`src/rtl/button_debounce_wb.sv`:
```
// Wishbone pushbutton front end: two-flop synchroniser, debounce, press counter, sticky flag, LEDs, irq.
// Latency: pin to stable is 2+thr cycles; bus ack and read data are registered, one cycle after request.
// Backpressure: none; every in-window request is acked next cycle, and back-to-back strobes are acked on alternate cycles.
module button_debounce_wb #(
    parameter logic [31:0] BASE_ADDR       = 32'h3000_0000,
    parameter logic [15:0] DEBOUNCE_CYCLES = 16'd50000
) (
    input  logic        wb_clk_i,
    input  logic        wb_rst_i,
    input  logic        wbs_stb_i,
    input  logic        wbs_cyc_i,
    input  logic        wbs_we_i,
    input  logic [3:0]  wbs_sel_i,
    input  logic [31:0] wbs_dat_i,
    input  logic [31:0] wbs_adr_i,
    output logic        wbs_ack_o,
    output logic [31:0] wbs_dat_o,
    input  logic [4:0]  io_in,
    output logic [4:0]  io_out,
    output logic [4:0]  io_oeb,
    output logic [2:0]  irq
);

    logic        sync_a;
    logic        sync_b;
    logic        stable;
    logic [15:0] cnt;
    logic [15:0] count;
    logic        pending;
    logic [5:0]  ctrl;
    logic [15:0] debounce;

    logic [15:0] thr;
    logic [15:0] thr_m1;
    logic        differ;
    logic        flip;
    logic        press;
    logic        hit;
    logic        req;
    logic        wr;
    logic [1:0]  idx;
    logic [31:0] rdata;

    // A threshold of zero behaves like one so the filter never stalls.
    assign thr    = (debounce == 16'd0) ? 16'd1 : debounce;
    assign thr_m1 = thr - 16'd1;
    assign differ = (sync_b != stable);
    assign flip   = differ && (cnt == thr_m1);
    assign press  = flip && sync_b;

    assign hit = (wbs_adr_i[31:4] == BASE_ADDR[31:4]);
    assign req = wbs_cyc_i && wbs_stb_i && hit && !wbs_ack_o;
    assign wr  = req && wbs_we_i;
    assign idx = wbs_adr_i[3:2];

    // Read mux for the register selected by the current request.
    always_comb begin
        rdata = 32'd0;
        case (idx)
            2'd0:    rdata = {30'd0, pending, stable};
            2'd1:    rdata = {16'd0, count};
            2'd2:    rdata = {26'd0, ctrl};
            default: rdata = {16'd0, debounce};
        endcase
    end

    // Two-flop synchroniser on the asynchronous button pin.
    always_ff @(posedge wb_clk_i) begin
        if (wb_rst_i) begin
            sync_a <= 1'b0;
            sync_b <= 1'b0;
        end else begin
            sync_a <= io_in[3];
            sync_b <= sync_a;
        end
    end

    // Debounce: stable follows sync after thr consecutive differing cycles.
    always_ff @(posedge wb_clk_i) begin
        if (wb_rst_i) begin
            stable <= 1'b0;
            cnt    <= 16'd0;
        end else if (!differ) begin
            cnt <= 16'd0;
        end else if (flip) begin
            stable <= sync_b;
            cnt    <= 16'd0;
        end else begin
            cnt <= cnt + 16'd1;
        end
    end

    // Press flag and counter; a press on the same edge as a clear wins.
    always_ff @(posedge wb_clk_i) begin
        if (wb_rst_i) begin
            pending <= 1'b0;
            count   <= 16'd0;
        end else begin
            if (press) begin
                pending <= 1'b1;
            end else if (wr && idx == 2'd0 && wbs_sel_i[0] && wbs_dat_i[1]) begin
                pending <= 1'b0;
            end
            if (wr && idx == 2'd1 && wbs_sel_i[0]) begin
                count <= press ? 16'd1 : 16'd0;
            end else if (press) begin
                count <= count + 16'd1;
            end
        end
    end

    // Software-owned control and threshold registers.
    always_ff @(posedge wb_clk_i) begin
        if (wb_rst_i) begin
            ctrl     <= 6'd0;
            debounce <= DEBOUNCE_CYCLES;
        end else if (wr) begin
            if (idx == 2'd2 && wbs_sel_i[0]) begin
                ctrl <= wbs_dat_i[5:0];
            end
            if (idx == 2'd3) begin
                if (wbs_sel_i[0]) debounce[7:0]  <= wbs_dat_i[7:0];
                if (wbs_sel_i[1]) debounce[15:8] <= wbs_dat_i[15:8];
            end
        end
    end

    // Single-cycle registered ack; read data is only non-zero alongside ack.
    always_ff @(posedge wb_clk_i) begin
        if (wb_rst_i) begin
            wbs_ack_o <= 1'b0;
            wbs_dat_o <= 32'd0;
        end else begin
            wbs_ack_o <= req;
            wbs_dat_o <= req ? rdata : 32'd0;
        end
    end

    assign io_out = {2'b00, ctrl[1] ? ctrl[5:3] : {3{stable}}};
    assign io_oeb = 5'b11000;
    assign irq    = {2'b00, pending & ctrl[0]};

    logic unused_bits;
    assign unused_bits = ^{io_in[4], io_in[2:0], wbs_adr_i[1:0], wbs_dat_i[31:16], wbs_sel_i[3:2]};

endmodule

```
`config.mk`:
```
export PLATFORM = sky130hd
export DESIGN_NAME = button_debounce_wb
export DESIGN_NICKNAME = d
export VERILOG_FILES = /design/src/rtl/button_debounce_wb.sv
export SDC_FILE = /design/constraint.sdc
export NUM_CORES = 1
export LEC_CHECK = 0
export BUFFER_PORTS_ARGS = -buffer_cell sky130_fd_sc_hd__buf_2
export CORE_MARGIN = 10
export CORE_UTILIZATION = 38
export DETAILED_ROUTE_END_ITERATION = 8
export PLACE_DENSITY = 0.6
export SLEW_MARGIN = 0
export SYNTH_ARGS = -nofsm -noshare
export SYNTH_HDL_FRONTEND = slang
export SYNTH_SLANG_ARGS = --single-unit
export TNS_END_PERCENT = 100
```
`constraint.sdc`:
```
create_clock -name wb_clk_i -period 4.1 [get_ports wb_clk_i]
set_input_delay 0.41 -clock wb_clk_i [delete_from_list [all_inputs] [get_ports wb_clk_i]]
set_output_delay 0.41 -clock wb_clk_i [all_outputs]
set_load 0.05 [all_outputs]
```
# Word-level counts from Yosys, hierarchy flattened
# Cells that the tools add are included.
# totals
regBits,91
word_cells,54
# op_classes
addsub,3
n_eq_ne,6
muxes,8
bitwise,3
n_reduce_logical,23
# ops
operator,n
16-bit 2-to-1 mux,3
16-bit one-hot mux with 3 select lines,1
16-bit by 1-bit adder with 16-bit output (second input constant),2
28-bit by 26-bit equality test with 1-bit output (second input constant),1
16-bit equality test,1
16-bit logical NOT,1
16-bit by 1-bit subtractor with 16-bit output (second input constant),1
1-bit logical AND,12
3-bit AND reduction,2
2-bit equality test (second input constant),2
2-bit AND reduction,2
2-bit nonzero test,2
1-bit 2-to-1 mux,3
3-bit 2-to-1 mux,1
3-bit OR reduction,1
2-bit by 1-bit equality test with 1-bit output (second input constant),1
2-bit logical NOT,1
1-bit inverter,2
2-bit OR reduction,1
1-bit bitwise AND,1
1-bit logical NOT,1
1-bit != test,1

# Depth between registers and ports, before layout
# logic_depth
word_depth,9
ltp_mapped,14
mapped_depth_nobuf,11

# Worst setup path before layout
# Ideal clock, no wire load.
# synth_timing
path_type,reg2reg
from,register debounce[9]
to,register count[11]
setup_ps,70
arrival_time_ps,3442
slack_ps,588
path_stages_with_launch,14
path_cell_list,dfxtp_1 > clkbuf_1 > nor4_1 > a41oi_1 > ha_1 > or3b_1 > o31ai_1 > o211ai_1 > nor4b_1 > nor4b_1 > nand3_2 > buf_2 > or4_1 > a21oi_1
# synth_between
elab_chain_len,7
# synth_lines
item,line_no,source
"start, declared",31,logic [15:0] debounce;
"start signal, assigned",123,if (wbs_sel_i[1]) debounce[15:8] <= wbs_dat_i[15:8];
16-bit logical NOT,45,assign thr = (debounce == 16'd0) ? 16'd1 : debounce;
16-bit 2-to-1 mux *,45,
16-bit by 1-bit subtractor with 16-bit output *,46,assign thr_m1 = thr - 16'd1;
16-bit equality test *,48,assign flip = differ && (cnt == thr_m1);
1-bit logical AND *,48,
1-bit logical AND *,49,assign press = flip && sync_b;
2-bit nonzero test (no line) *,--,
"end signal, assigned",105,count <= press ? 16'd1 : 16'd0;
"end signal, assigned",107,count <= count + 16'd1;
"end, declared",28,logic [15:0] count;
# Every way passes the cells marked *; elsewhere a longest branch is shown, timed or not.
# A chain may end at the register's enable or synchronous reset.

# Worst setup path after layout
# layout_timing
from,register debounce[13]
to,register count[12]
# The elaborated chain is that of the path after synthesis.

==> impl_metrics.json <==
{
  "core_area_um2": 10400,
  "area_delta_synth_final_pct": 18.6,
  "place.gp.congestion": 0.892,
  "grt_max_degree": 31,
  "initial_utilization": 0.393,
  "syn_inst": 478,
  "hold_start": "wbs_dat_i[8]",
  "die_y_um": 124,
  "synthFlopType": "dfxtp_1",
  "power_density_nw_per_um2": 306,
  "cp_num_buf_inv": 3,
  "hold_path_class": "in -> reg",
  "slowest_stage": "or4_1",
  "route.detailed.drc": 0,
  "drtIter0Drc": 160,
  "p_sw_uw": 348,
  "swShare": 0.235,
  "syn_area_um2": 4070,
  "grt.total_usage": 0.137,
  "synth_top_cell_by_area": "dfxtp_1",
  "crit_chain": "nor4_1 -> buf_4 -> a41oi_1 -> ha_1 -> nor3b_1 -> buf_4 -> nand4_1 -> xnor2_1 -> nand4_1 -> nor4b_1 -> nand3_2 -> buf_4 -> or4_1 -> a21oi_1",
  "synth-xor-area-share": 0.0753,
  "r2r-end": "count[12]",
  "hold_viol": 0,
  "cts_hold_buf": 0,
  "finalMaxSlewViolations": 0,
  "via_per_inst": 5.10,
  "reg2reg_from": "debounce[13]",
  "crit_path_frequent_cell": "buf_4",
  "cap_violations": 0,
  "ir_drop_v": 0.000191,
  "grt_pass1_vias": 3465,
  "reg2reg_slack_ns": 0.42,
  "slowest_delay_ns": 0.50,
  "worstSetupPathType": "reg -> reg",
  "crit_required_ns": 4.38,
  "place_inst": 683,
  "cts_tree": "yes",
  "period_share": 0.898,
  "synth-edff-count": 0,
  "fin_total_pwr_mw": 1.48,
  "wl_per_cell_um": 15.0,
  "synthSimpleGateAreaFrac": 0.279,
  "portBuffers": 74,
  "numCtsBuffers": 9,
  "routed_wl_mm": 10.5,
  "via_count": 3577,
  "seq_area_frac_synth": 0.369,
  "p_leak_nw": 1.91,
  "max_slew_margin": 0.293,
  "htreeDepth": 3,
  "cts_sinks": 75,
  "synthDistinctLibCells": 54,
  "power.share.clock": 0.433,
  "end_kind": "flop",
  "place_area_um2": 4580,
  "p_seq_frac": 0.493,
  "holdPathStages": 2,
  "yosysWarnings": 0,
  "die_area_um2": 15300,
  "fmax_mhz": 272,
  "stdcell_count": 701,
  "cp.arrival_ns": 3.96,
  "clk_pin_slew_ns": 0.08,
  "setup_viol": 0,
  "yosys.area_share.adder": 0.00922,
  "diodes": 0,
  "synth_mux_area_frac": 0.0922,
  "clk_latency_ns": 0.34,
  "power_frac_comb": 0.074,
  "antenna_found_initial": 0,
  "hpwl_mm": 8.27,
  "fin_area_um2": 4830,
  "drive_gt1_frac": 0.225,
  "clock_skew_ns": 0.0109,
  "rsz0062_at_grt": "no",
  "grt-ovfl-total": 0,
  "io-pin-count": 124,
  "path_delay_family": "simple AND/OR/NAND/NOR gates",
  "grt_pass1_wl_mm": 16.9,
  "finalSetupTns_ns": 0,
  "yosysTopAreaCellShare": 0.369,
  "cts_buffer_depth": 2,
  "die_w_um": 124,
  "power.internal_mw": 1.13,
  "drtAntennaViolNets": 0,
  "worst_slew_pin_slew_ns": 1.06,
  "hold-path-endpoint": "debounce[8]",
  "dr.pass1.iters": 5,
  "status": "finished, final reports clean",
  "cp_max_fo": 8,
  "synth_top_family_by_area": "simple AND/OR/NAND/NOR gates",
  "ys_ff_latch": 75,
  "startpoint_type": "flop",
  "avgSynthCellArea_um2": 8.52,
  "async_flop_share": 0,
  "nets": 641,
  "clockRootBuffer": "clkbuf_8",
  "synth-compound-area-share": 0.0949,
  "synth.area.top_cells": "dfxtp_1 (37%), mux2i_1 (6.6%), nor2_1 (6.1%), buf_4 (4.6%), xnor2_1 (4.5%)",
  "row_count": 37,
  "reg2reg_depth": 14,
  "fin_crit_ns": 3.68
}
layout make-up:
cell class                      instances  area [um^2]
Tap cell                              136          170
Inverter                                8         30.0
Timing Repair Buffer                   99          558
Fill cell                            1026         5540
Multi-Input combinational cell        367         2340
Clock inverter                          4         72.6
Clock buffer                           12          155
Sequential cell                        75         1500
cell usage in the layout, fill, tap and decap left out, types with 3 or more instances in the layout:
cell type,Yosys,final
a211o_1,6,6
a21oi_1,16,16
a22oi_1,6,6
and3_1,7,7
buf_2,4,74
buf_4,25,25
clkbuf_8,0,11
conb_1,2,25
dfxtp_1,75,75
ha_1,3,3
inv_1,8,8
mux2_2,4,4
mux2i_1,27,27
nand2_1,24,24
nand2b_1,5,5
nand3_1,19,19
nand3b_1,3,3
nand4_1,12,12
nor2_1,66,66
nor2b_1,12,12
nor3_1,12,12
nor3b_1,3,3
nor4_1,13,13
nor4b_1,6,5
o21ai_1,8,8
o31ai_1,7,7
or3_1,11,11
or4_1,9,9
xnor2_1,21,21
xor2_1,14,14
worst max-delay path by stage:
stage,start,slack (ns),endpoint,cells past startpoint
6_report,debounce[13],0.42,count[12],14
5_1_grt,debounce[13],0.10,count[12],13
4_1_cts,debounce[13],0.24,count[3],13
3_5_place_dp,debounce[13],0.27,count[3],13
3_3_place_gp,debounce[13],0.33,count[3],13
2_1_floorplan,debounce[9],0.59,count[11],13
power by group through the flow:
stage               Combinational, mW  Clock [mW]  Sequential (mW)
floorplan                      0.0922           0            0.747
global placement                0.107           0            0.747
detailed placement              0.108           0            0.747
CTS                             0.109       0.661            0.730
global route                    0.117       0.681            0.730
finish                          0.110       0.640            0.730
cell usage after synthesis, types with 11 or more instances:
library cell and number:
nand2_1 24, nand4_1 12, nor4_1 13, xnor2_1 21, clkbuf_1 18, dfxtp_1 75, or3_1 11, nor3_1 12
mux2i_1 27, nand3_1 19, xor2_1 14, nor2_1 66, buf_4 25, a21oi_1 16, nor2b_1 12
cells by family after synthesis:
kind of cell    Yosys count
mux                      34
other cells               2
buf+inv                  59
simple gates            214
fa+ha+maj                 3
xor+xnor                 35
flops                    75
compound gates           56
worst register-to-register path, cell delays in order, from the launching register on:
cell     delay [ns]
dfxtp_1        0.34
nor4_1         0.05
buf_4          0.14
a41oi_1        0.30
ha_1           0.32
nor3b_1        0.42
buf_4          0.19
nand4_1        0.10
xnor2_1        0.17
nand4_1        0.16
nor4b_1        0.40
nand3_2        0.16
buf_4          0.20
or4_1          0.50
a21oi_1        0.15
registers in the layout (all words and copies together) (netlist names), 6 cells and up:
register   flops
cnt           16
debounce      16
ctrl           6
count         16
wbs_dat_o     16
layer usage:
metal | global-route usage | vias up | share of wire
met1 | 0.171 | 1639 | 0.44
met2 | 0.211 | 119 | 0.44
met3 | 0.0438 | 14 | 0.096
li1 | - | 1805 | -
met5 | 0 | - | 0
met4 | 0.0604 | 0 | 0.019
per-stage QoR:
stage,setup WS (ns),hold WS [ns],util
6_report,0.418,0.267,0.466
5_1_grt,0.103,0.260,0.466
4_1_cts,0.243,0.242,0.464
3_5_place_dp,0.268,0.470,0.442
3_3_place_gp,0.329,0.466,0.442
2_1_floorplan,0.588,0.414,-
what timing repair did:
action	in CTS	in global routing
resized for setup	0	1
setup buffers	0	2
setup endpoints to repair	0	12
No activity file was read; power rests on OpenSTA's default activity.
